===== src/rtl/layer_compositor.sv =====
// layer_compositor
//   Registered, parametrised VGA layer mixer. It merges N_LAYERS pixel sources
//   into one RGB stream using strict priority or the legacy OR merge, delays
//   hsync/vsync to stay aligned with the colour pipeline, blanks the output
//   outside active video, blinks selected layers on a frame basis and flags
//   overlap between layers COLL_A and COLL_B once per frame.
//
// Ports
//   clk          system clock
//   rst          synchronous, active-high reset
//   pix_en       pixel strobe; registers advance only when high
//   layer_rgb    per-layer colour, layer i at [i*3*COLOR_W +: 3*COLOR_W], {r,g,b}
//   layer_vld    per-layer opaque flag for the current pixel
//   blink_en     per-layer blink enable
//   hsync_in     horizontal sync from the timing generator
//   vsync_in     vertical sync from the timing generator
//   blank_in     high outside active video
//   rgb_out      composited pixel, 2 strobes after its inputs
//   hsync_out    hsync aligned with rgb_out
//   vsync_out    vsync aligned with rgb_out
//   blink_phase  1 = blinking layers currently visible
//   collision    COLL_A/COLL_B overlap occurred in the previous frame
//   coll_pulse   one-clock pulse at the frame boundary of a colliding frame
module layer_compositor #(
  parameter int N_LAYERS     = 4,
  parameter int COLOR_W      = 1,
  parameter int OR_MODE      = 1,
  parameter int BLINK_FRAMES = 30,
  parameter int COLL_A       = 1,
  parameter int COLL_B       = 2,
  parameter int SYNC_ACT     = 0
) (
  input  logic                            clk,
  input  logic                            rst,
  input  logic                            pix_en,
  input  logic [N_LAYERS*3*COLOR_W-1:0]   layer_rgb,
  input  logic [N_LAYERS-1:0]             layer_vld,
  input  logic [N_LAYERS-1:0]             blink_en,
  input  logic                            hsync_in,
  input  logic                            vsync_in,
  input  logic                            blank_in,
  output logic [3*COLOR_W-1:0]            rgb_out,
  output logic                            hsync_out,
  output logic                            vsync_out,
  output logic                            blink_phase,
  output logic                            collision,
  output logic                            coll_pulse
);

  localparam int PIX_W = 3 * COLOR_W;
  localparam int RGB_W = N_LAYERS * PIX_W;
  localparam int FC_W  = (BLINK_FRAMES > 1) ? $clog2(BLINK_FRAMES) : 1;
  localparam logic [FC_W-1:0] FC_LAST = FC_W'(BLINK_FRAMES - 1);
  localparam logic SYNC_ON  = (SYNC_ACT != 0);
  localparam logic SYNC_OFF = (SYNC_ACT == 0);

  // stage 1
  logic [RGB_W-1:0]    s1_rgb_q, s1_rgb_d;
  logic [N_LAYERS-1:0] s1_vis_q, s1_vis_d;
  logic                s1_hs_q, s1_hs_d;
  logic                s1_vs_q, s1_vs_d;
  logic                s1_blank_q, s1_blank_d;

  // stage 2 / outputs
  logic [PIX_W-1:0]    rgb_q, rgb_d;
  logic                hs_q, hs_d;
  logic                vs_q, vs_d;

  // frame-level state
  logic [FC_W-1:0]     frame_cnt_q, frame_cnt_d;
  logic                blink_phase_q, blink_phase_d;
  logic                coll_acc_q, coll_acc_d;
  logic                collision_q, collision_d;
  logic                coll_pulse_q, coll_pulse_d;

  logic [N_LAYERS-1:0] vis;
  logic                frame_evt;
  logic                coll_hit;
  logic [PIX_W-1:0]    mix_col;
  logic [PIX_W-1:0]    prio_col;
  logic [PIX_W-1:0]    comp_col;

  assign vis = layer_vld & ~(blink_en & {N_LAYERS{~blink_phase_q}});

  // The stage-1 copy of vsync is the previous sampled value, so comparing
  // against it gives the edge into the active level.
  assign frame_evt = pix_en & (vsync_in == SYNC_ON) & (s1_vs_q != SYNC_ON);

  // Collision uses raw valid flags: a blinked-out sprite still collides.
  assign coll_hit = pix_en & ~blank_in & layer_vld[COLL_A] & layer_vld[COLL_B];

  // Walking upward, prio_col ends up holding the highest visible layer while
  // mix_col accumulates the legacy OR of every visible layer.
  always_comb begin
    mix_col  = '0;
    prio_col = '0;
    for (int i = 0; i < N_LAYERS; i++) begin
      if (s1_vis_q[i]) begin
        mix_col  = mix_col | s1_rgb_q[i*PIX_W +: PIX_W];
        prio_col = s1_rgb_q[i*PIX_W +: PIX_W];
      end
    end
    if ((OR_MODE == 0) || s1_vis_q[N_LAYERS-1]) begin
      comp_col = prio_col;
    end else begin
      comp_col = mix_col;
    end
    if (s1_blank_q) begin
      comp_col = '0;
    end
  end

  always_comb begin
    s1_rgb_d      = s1_rgb_q;
    s1_vis_d      = s1_vis_q;
    s1_hs_d       = s1_hs_q;
    s1_vs_d       = s1_vs_q;
    s1_blank_d    = s1_blank_q;
    rgb_d         = rgb_q;
    hs_d          = hs_q;
    vs_d          = vs_q;
    frame_cnt_d   = frame_cnt_q;
    blink_phase_d = blink_phase_q;
    coll_acc_d    = coll_acc_q;
    collision_d   = collision_q;
    // the pulse lasts one clk even when the next strobe is far away
    coll_pulse_d  = 1'b0;

    if (pix_en) begin
      s1_rgb_d   = layer_rgb;
      s1_vis_d   = vis;
      s1_hs_d    = hsync_in;
      s1_vs_d    = vsync_in;
      s1_blank_d = blank_in;
      rgb_d      = comp_col;
      hs_d       = s1_hs_q;
      vs_d       = s1_vs_q;
    end

    if (frame_evt) begin
      if (frame_cnt_q == FC_LAST) begin
        frame_cnt_d   = '0;
        blink_phase_d = ~blink_phase_q;
      end else begin
        frame_cnt_d   = frame_cnt_q + FC_W'(1);
      end
      collision_d  = coll_acc_q;
      coll_pulse_d = coll_acc_q;
      // a hit on the boundary strobe belongs to the new frame
      coll_acc_d   = coll_hit;
    end else if (coll_hit) begin
      coll_acc_d   = 1'b1;
    end
  end

  always_ff @(posedge clk) begin
    if (rst) begin
      s1_rgb_q      <= '0;
      s1_vis_q      <= '0;
      s1_hs_q       <= SYNC_OFF;
      s1_vs_q       <= SYNC_OFF;
      s1_blank_q    <= 1'b1;
      rgb_q         <= '0;
      hs_q          <= SYNC_OFF;
      vs_q          <= SYNC_OFF;
      frame_cnt_q   <= '0;
      blink_phase_q <= 1'b1;
      coll_acc_q    <= 1'b0;
      collision_q   <= 1'b0;
      coll_pulse_q  <= 1'b0;
    end else begin
      s1_rgb_q      <= s1_rgb_d;
      s1_vis_q      <= s1_vis_d;
      s1_hs_q       <= s1_hs_d;
      s1_vs_q       <= s1_vs_d;
      s1_blank_q    <= s1_blank_d;
      rgb_q         <= rgb_d;
      hs_q          <= hs_d;
      vs_q          <= vs_d;
      frame_cnt_q   <= frame_cnt_d;
      blink_phase_q <= blink_phase_d;
      coll_acc_q    <= coll_acc_d;
      collision_q   <= collision_d;
      coll_pulse_q  <= coll_pulse_d;
    end
  end

  assign rgb_out     = rgb_q;
  assign hsync_out   = hs_q;
  assign vsync_out   = vs_q;
  assign blink_phase = blink_phase_q;
  assign collision   = collision_q;
  assign coll_pulse  = coll_pulse_q;

endmodule


===== config.mk =====
export PLATFORM = sky130hd
export DESIGN_NAME = layer_compositor
export DESIGN_NICKNAME = d
export VERILOG_FILES = /design/src/rtl/layer_compositor.sv
export SDC_FILE = /design/constraint.sdc
export NUM_CORES = 1
export LEC_CHECK = 0
export CELL_PAD_IN_SITES_DETAIL_PLACEMENT = 1
export CELL_PAD_IN_SITES_GLOBAL_PLACEMENT = 1
export CORE_MARGIN = 2
export CORE_UTILIZATION = 39
export CTS_BUF_LIST = sky130_fd_sc_hd__clkbuf_8 sky130_fd_sc_hd__clkbuf_16
export CTS_CLUSTER_DIAMETER = 200
export DETAILED_ROUTE_END_ITERATION = 16
export PLACE_DENSITY_LB_ADDON = 0.1
export SLEW_MARGIN = 20
export SYNTH_ARGS = -nofsm -noshare
export SYNTH_HDL_FRONTEND = slang
export SYNTH_SLANG_ARGS = --single-unit

===== constraint.sdc =====
create_clock -name clk -period 2 [get_ports clk]
set_input_delay 0.4 -clock clk [delete_from_list [all_inputs] [get_ports clk]]
set_output_delay 0.4 -clock clk [all_outputs]
set_load 0.005 [all_outputs]

Word level (Yosys, flattened, before mapping) --
Cells that the tools add are included.
Cells by class: add/subtract/negate cells 1, eq/ne operators 1, multiplexer cells 8, bitwise logic cells 14, reductions and logical operators 3
Operators with widths (number):
- 3-bit two-way mux | 5
- 4-bit AND | 2
- 3-bit bitwise OR | 2
- 5-bit by 1-bit adder with 5-bit output (second input constant) | 1
- 1-bit AND | 5
- 5-bit equality test (second input constant) | 1
- 5-bit two-way mux | 1
- 1-bit inverter | 4
- 4-bit inverter | 1
- 1-bit two-way mux | 2
- 2-bit AND reduction | 1
- 2-bit nonzero test | 1
- 2-bit OR reduction | 1
Word-level totals: bits in registers 33, input bits 26, output and inout bits 8, word-level logic and storage cells 40

Logic depth before layout (Yosys ltp) --
Gate-level depths: netlist of run 1.
depth after elaboration 7, gate-level depth with buffers 5, depth with buffers taken out 5

Worst setup path before layout of run 1 --
OpenSTA, ideal clock, no wires.
kind input -> register, start in pix_en, end reg blink_phase_q (netlist: blink_phase), setup time 0.127 ns, arrival 1.189 ns, required time 1.873 ns, setup slack 0.684 ns, stages on the path 4, path buffers 1, cell sequence buf_6 -> nand3b_4 -> o31a_1 -> or3_1
Between the ends: cells in the longest elaborated chain, start to end 3
Ends and longest elaborated chain:
- start, declared | RTL line 35 | input logic pix_en,
- 1-bit AND (2 in a row) | RTL line 87 | assign frame_evt = pix_en & (vsync_in == SYNC_ON) & (s1_vs_q != SYNC_ON);
- 2-bit AND reduction (no source line)
- end signal, assigned | RTL line 181 | blink_phase_q <= blink_phase_d;
- end, declared | RTL line 71 | logic blink_phase_q, blink_phase_d;
Every way passes these cells. A chain may end at the register's enable or synchronous reset.

Worst setup path in the final report of run 1 --
start reg blink_phase_q (netlist: blink_phase), end out blink_phase
RTL lines:
- end, declared | RTL line 45 | output logic blink_phase,
No word-level cell between the ends.

==> impl_metrics.py, run 1 <==
metrics = {
    "outcome": {
        "outcome": "complete, no violations",
    },
    "yosys": {
        "avgSynthCellArea_um2": 9.53,
        "yosys-top-cells-area": "dfxtp_1 47%, mux2i_1 8.6%, a21oi_1 5.4%",
        "synth_top_area_cell": "dfxtp_1",
        "yosys.cell_types.count": 32,
        "synth-edff-count": 0,
        "yosysWarnings": 0,
        "yosysMostFrequentCell": "dfxtp_1",
        "ys_seq_area_frac": 0.475,
        "syn_area_um2": 1390,
        "ys_ff_latch": 33,
        "synth_top_area_frac": 0.475,
        "yosys-top-cells-count": "33 x dfxtp_1, 15 x a21oi_1, 14 x nor2_1, 12 x mux2i_1",
        "synth_fp_nets": 174,
        "syn_inst": 146,
        "synth_ff_type": "dfxtp_1",
        "postSynth.asyncResetShare": 0,
    },
    "clocking": {
        "clockRootBuffer": "clkbuf_8",
        "cts_setup_buffers": 0,
        "cts_tree": "done",
        "cts_buffer_depth": 2,
        "hold_buffers": 0,
        "clk_latency_ns": 0.28,
        "post_cts_resized": 0,
        "h-tree-depth": 2,
        "cts.sinks": 33,
        "numCtsBuffers": 5,
        "clkTransAtPathRegs_ns": 0.06,
    },
    "cells_and_area": {
        "syn2layout_area_growth_pct": 32.8,
        "layout.cells.non_filler": 227,
        "antennaDiodeCount": 0,
        "fill_cells": 390,
        "drive_gt1_frac": 0.0608,
        "fin_nets": 208,
        "final_area_um2": 1850,
    },
    "die": {
        "num_rows": 21,
        "dieArea_um2": 4060,
        "design.core.area_um2": 3390,
        "chipWidth_um": 63.7,
        "start_util": 0.410,
        "io_pins": 34,
        "die_height_um": 63.7,
    },
    "placed_design": {
        "dp_hpwl_um": 2360,
        "pre_cts_ws_ns": 0.0859,
        "io_buffer_count": 33,
        "placed_area_um2": 1770,
        "placed_cells": 219,
        "routabilityCongestion": 0.770,
    },
    "setup_path": {
        "crit_path_end_kind": "output pin",
        "crit_chain": "clkdlybuf4s50_1",
        "critPathTopFamily": "buffers and inverters",
        "critPathSlowestCell": "clkdlybuf4s50_1",
        "critPathKind": "reg -> out",
        "path_buf_inv": 1,
        "cp_max_fo": 7,
        "cpPeakStageDelay_ns": 0.55,
        "startpoint_type": "flip-flop",
        "cp.required_ns": 1.60,
        "critPathArrivalTime_ns": 1.29,
    },
    "timing": {
        "setup_viol": 0,
        "fin_tns_setup_ns": 0,
        "finClkSkew_ns": 0.00380,
        "fin_crit_sh": 0.844,
        "max_freq_mhz": 592,
        "worstMarginPinSlew_ns": 0.249,
        "hold_violations": 0,
        "timing.final.crit_period_ns": 1.69,
        "slew_headroom": 0.834,
        "finalWorstSetupSlack_ns": 0.312,
        "report.final.slew_viol_count": 0,
        "grt_setup_unrepaired": "no",
        "holdWs_ns": 0.463,
    },
    "power": {
        "power-per-cell-area_nw_per_um2": 724,
        "p_leak_nw": 0.738,
        "ir_drop_mv": 0.379,
    },
    "global_routing": {
        "grt_first_pass_wirelength_um": 5590,
        "grt_util_all_layers": 0.180,
        "overflow": 0,
        "grt_max_degree": 36,
        "grt_pass1_vias": 1261,
        "grt_antenna_before_repair": 0,
    },
    "routing": {
        "drc": 0,
        "drt_iter0_markers": 70,
        "via_per_inst": 5.22,
        "wl_um": 3250,
        "drt_first_pass_iters": 4,
        "routedWlPerCell_um": 14.3,
        "vias": 1185,
        "antenna_left": 0,
    },
    "run": {
        "maxCapViolCount": 0,
    },
    "min_path": {
        "hp-class": "reg -> reg",
    },
}
-- path summary, 6_finish.rpt --
| check | start | endpoint | slack [ns] | cells past startpoint |
|---|---|---|---|---|
| worst max-delay path | blink_phase | blink_phase | 0.31 | 1 |
| worst min-delay path | collision | collision | 0.46 | 2 |
| worst max register to register | frame_cnt_q[1] | frame_cnt_q[0] | 0.56 | 5 |
| worst min register to register | collision | collision | 0.46 | 2 |
-- state kept, by name (all words and copies together) (netlist names) --
name,count
blink_phase,1
coll_acc_q,1
coll_pulse,1
collision,1
frame_cnt_q,5
hsync_out,1
rgb_out,3
s1_blank_q,1
s1_hs_q,1
s1_rgb_q,12
s1_vis_q,4
s1_vs_q,1
vsync_out,1
-- kinds of logic after synthesis --
family / Yosys count / share of synthesized area
muxes: 12 / 0.0863
adders and majority gates: 2 / 0.0180
DFF: 33 / 0.475
AOI/OAI and AO/OA: 36 / 0.179
and+or+nand+nor: 46 / 0.185
buffers and inverters: 17 / 0.0567
-- report_power, final --
| part | internal [mW] | switching, mW | total (mW) | leakage, nW |
|---|---|---|---|---|
| sequential | 0.686 | 0.0209 | 0.707 | 0.271 |
| clock | 0.236 | 0.239 | 0.475 | 0.0491 |
| combinational | 0.0935 | 0.0622 | 0.156 | 0.418 |
| total | 1.02 | 0.322 | 1.34 | 0.738 |
-- metal layers --
layer | track usage | wire, um | part of all wire | vias up
li1 | - | - | - | 584
met1 | 0.187 | 1300 | 0.40 | 572
met2 | 0.334 | 1770 | 0.55 | 22
met3 | 0.0528 | 110 | 0.034 | 7
met4 | 0.0788 | 68 | 0.021 | 0
met5 | 0 | 0 | 0 | -
-- stage by stage --
stage | util | total power [mW]
detailed placement | 0.521 | 0.880
finish | 0.545 | 1.34
CTS | 0.545 | 1.36
global placement | 0.521 | 0.871
floorplan | - | 0.798
global route | 0.545 | 1.40
-- cell usage in the layout, fill, tap and decap left out, types with 4 or more instances in the layout --
cell              n
a211o_1           4
a21oi_1          15
clkbuf_8          5
clkdlybuf4s50_1  33
dfxtp_1          33
inv_1             9
mux2i_1          12
nand2_1           6
nand2b_1          8
nor2_1           14
o211ai_1          5
-- area by class of cell --
class	instances	area [um2]	share of cell area
clock buffer	5	68.8	0.0372
clock inverter	3	13.8	0.00745
inverter	8	30.0	0.0162
multi-input combinational	96	652	0.353
sequential	33	661	0.357
tap	46	57.6	0.0311
timing repair buffer	36	365	0.198
No activity file was read; power rests on OpenSTA's default activity.
==> run 2: changes to the inputs <==
- CORE_UTILIZATION: 39 -> 33
- clock period: 2 -> 1.4 ns (I/O delays scaled with it)
==> run 2 against run 1 <==
  * Utilization is 5.0 points lower
  * Global-route usage is 0.89 points lower
  * Sequential power is 43% higher
  * Clock power is 120% higher
  * Combinational power is 58% higher
  * Clock skew is 0.0059 ns higher
  * Wire length is 12% higher
  * First-iteration DRC count is 34% lower
  * Sequential share of layout area is 2.4 points lower
  * Critical path depth is 4 higher
==> impl_metrics.py, run 2 (same netlist as run 1, synthesis figures left out) <==
metrics = {
    "timing": {
        "slew_headroom": 0.806,
        "max_freq_mhz": 754,
        "finClkSkew_ns": 0.00972,
        "finalWorstSetupSlack_ns": 0.0731,
        "hold_violations": 0,
        "report.final.slew_viol_count": 0,
        "grt_setup_unrepaired": "no",
        "fin_crit_sh": 0.948,
        "fin_tns_setup_ns": 0,
        "timing.final.crit_period_ns": 1.33,
        "worstMarginPinSlew_ns": 0.291,
        "setup_viol": 0,
    },
    "cells_and_area": {
        "multi_input_area_um2": 662,
        "largestRegisters": "s1_rgb_q x12, frame_cnt_q x5, s1_vis_q x4",
        "final_cell_mix": "29 x dfxtp_1, 24 x clkdlybuf4s50_1, 14 x nor2_1",
        "syn2layout_area_growth_pct": 43.5,
        "seqCellArea_um2": 666,
        "drive_gt1_frac": 0.156,
        "regMostFlops": "s1_rgb_q",
        "largest_reg_flops": 12,
        "antennaDiodeCount": 0,
        "fill_cells": 458,
        "final_common_cell": "dfxtp_1",
        "fin_nets": 219,
    },
    "clocking": {
        "cts_setup_buffers": 0,
        "clk_latency_ns": 0.29,
        "clockRootBuffer": "clkbuf_8",
        "h-tree-depth": 2,
        "cts.sinks": 33,
        "clkTransAtPathRegs_ns": 0.07,
        "cts_tree": "done",
        "numCtsBuffers": 5,
        "cts_buffer_depth": 2,
    },
    "setup_path": {
        "cp_max_fo": 6,
        "critPathKind": "in -> reg",
        "cp.required_ns": 1.60,
        "startpoint_type": "input port",
        "critPathArrivalTime_ns": 1.53,
        "crit_path_end_kind": "flip-flop",
    },
    "placed_design": {
        "routabilityCongestion": 0.720,
        "dp_hpwl_um": 2800,
        "io_buffer_count": 33,
        "pre_cts_ws_ns": -0.268,
    },
    "die": {
        "io_pins": 34,
        "die_height_um": 68.9,
        "design.core.area_um2": 4030,
        "num_rows": 23,
        "dieArea_um2": 4750,
        "start_util": 0.345,
        "chipWidth_um": 68.9,
    },
    "outcome": {
        "outcome": "complete, no violations",
    },
    "power": {
        "ir_drop_mv": 0.582,
        "power-per-cell-area_nw_per_um2": 1160,
        "p_leak_nw": 0.858,
    },
    "global_routing": {
        "grt_first_pass_wirelength_um": 5910,
        "grt_pass1_vias": 1291,
        "grt_max_degree": 15,
        "grt_antenna_before_repair": 0,
        "overflow": 0,
        "grt_util_all_layers": 0.171,
    },
    "routing": {
        "drc": 0,
        "drt_first_pass_iters": 4,
        "met2WireLength_um": 2000,
        "antenna_left": 0,
        "wl_met3_um": 156,
        "via_per_inst": 5.03,
        "top_layer": "met4",
        "drt_iter0_markers": 46,
        "vias": 1218,
        "wl_um": 3630,
        "drt-met1-wl_um": 1440,
        "routedWlPerCell_um": 15.0,
    },
    "min_path": {
        "hp-class": "reg -> reg",
    },
    "run": {
        "maxCapViolCount": 0,
    },
}
==> run 2: cell type report <==
type / instances / share of cell area
repair buffers: 47 / 0.222
clock inverters: 3 / 0.0326
flip-flops and latches: 33 / 0.333
inverters: 8 / 0.0150
multi-input cells: 96 / 0.331
clock buffers: 5 / 0.0345
well taps: 50 / 0.0313
==> run 2: layer usage <==
layer / vias up / global-route usage
met4: 0 / 0.0441
met1: 590 / 0.178
met2: 19 / 0.332
li1: 605 / -
met3: 4 / 0.0503
met5: - / 0
==> run 2: path summary, 6_finish.rpt <==
kind | cells after the start | to | slack (ns) | start
min | 2 | collision | 0.47 | collision
max | 5 | frame_cnt_q[2] | 0.07 | vsync_in
max reg2reg | 5 | frame_cnt_q[1] | 0.10 | frame_cnt_q[1]
min reg2reg | 2 | collision | 0.47 | collision
==> run 2: timing repair <==
action,CTS,global route
resized for setup,8,10
hold buffers,0,0
gates cloned,0,0
setup endpoints to repair,5,17
pin swaps,0,0
==> run 2: report_power, final <==
| group | leakage (nW) | internal, mW | switching, mW |
|---|---|---|---|
| clock network | 0.0681 | 0.707 | 0.356 |
| registers | 0.272 | 0.980 | 0.0284 |
| logic | 0.519 | 0.147 | 0.0995 |
==> run 2: critical path, stage by stage <==
cell and delay [ns]:
clkdlybuf4s50_1 0.42, buf_4 0.14, and3b_1 0.36, a21oi_1 0.12
nor3_1 0.21
==> run 2: through the flow <==
stage,hold slack [ns],power [mW],cell area [um2],utilization,std cells
4_1_cts,0.476,2.35,1970,0.489,242
3_5_place_dp,0.466,1.28,1840,0.457,234
2_1_floorplan,0.402,1.14,1390,-,146
6_report,0.469,2.32,2000,0.496,242
3_3_place_gp,0.441,1.26,1840,0.457,234
5_1_grt,0.489,2.41,2000,0.496,242
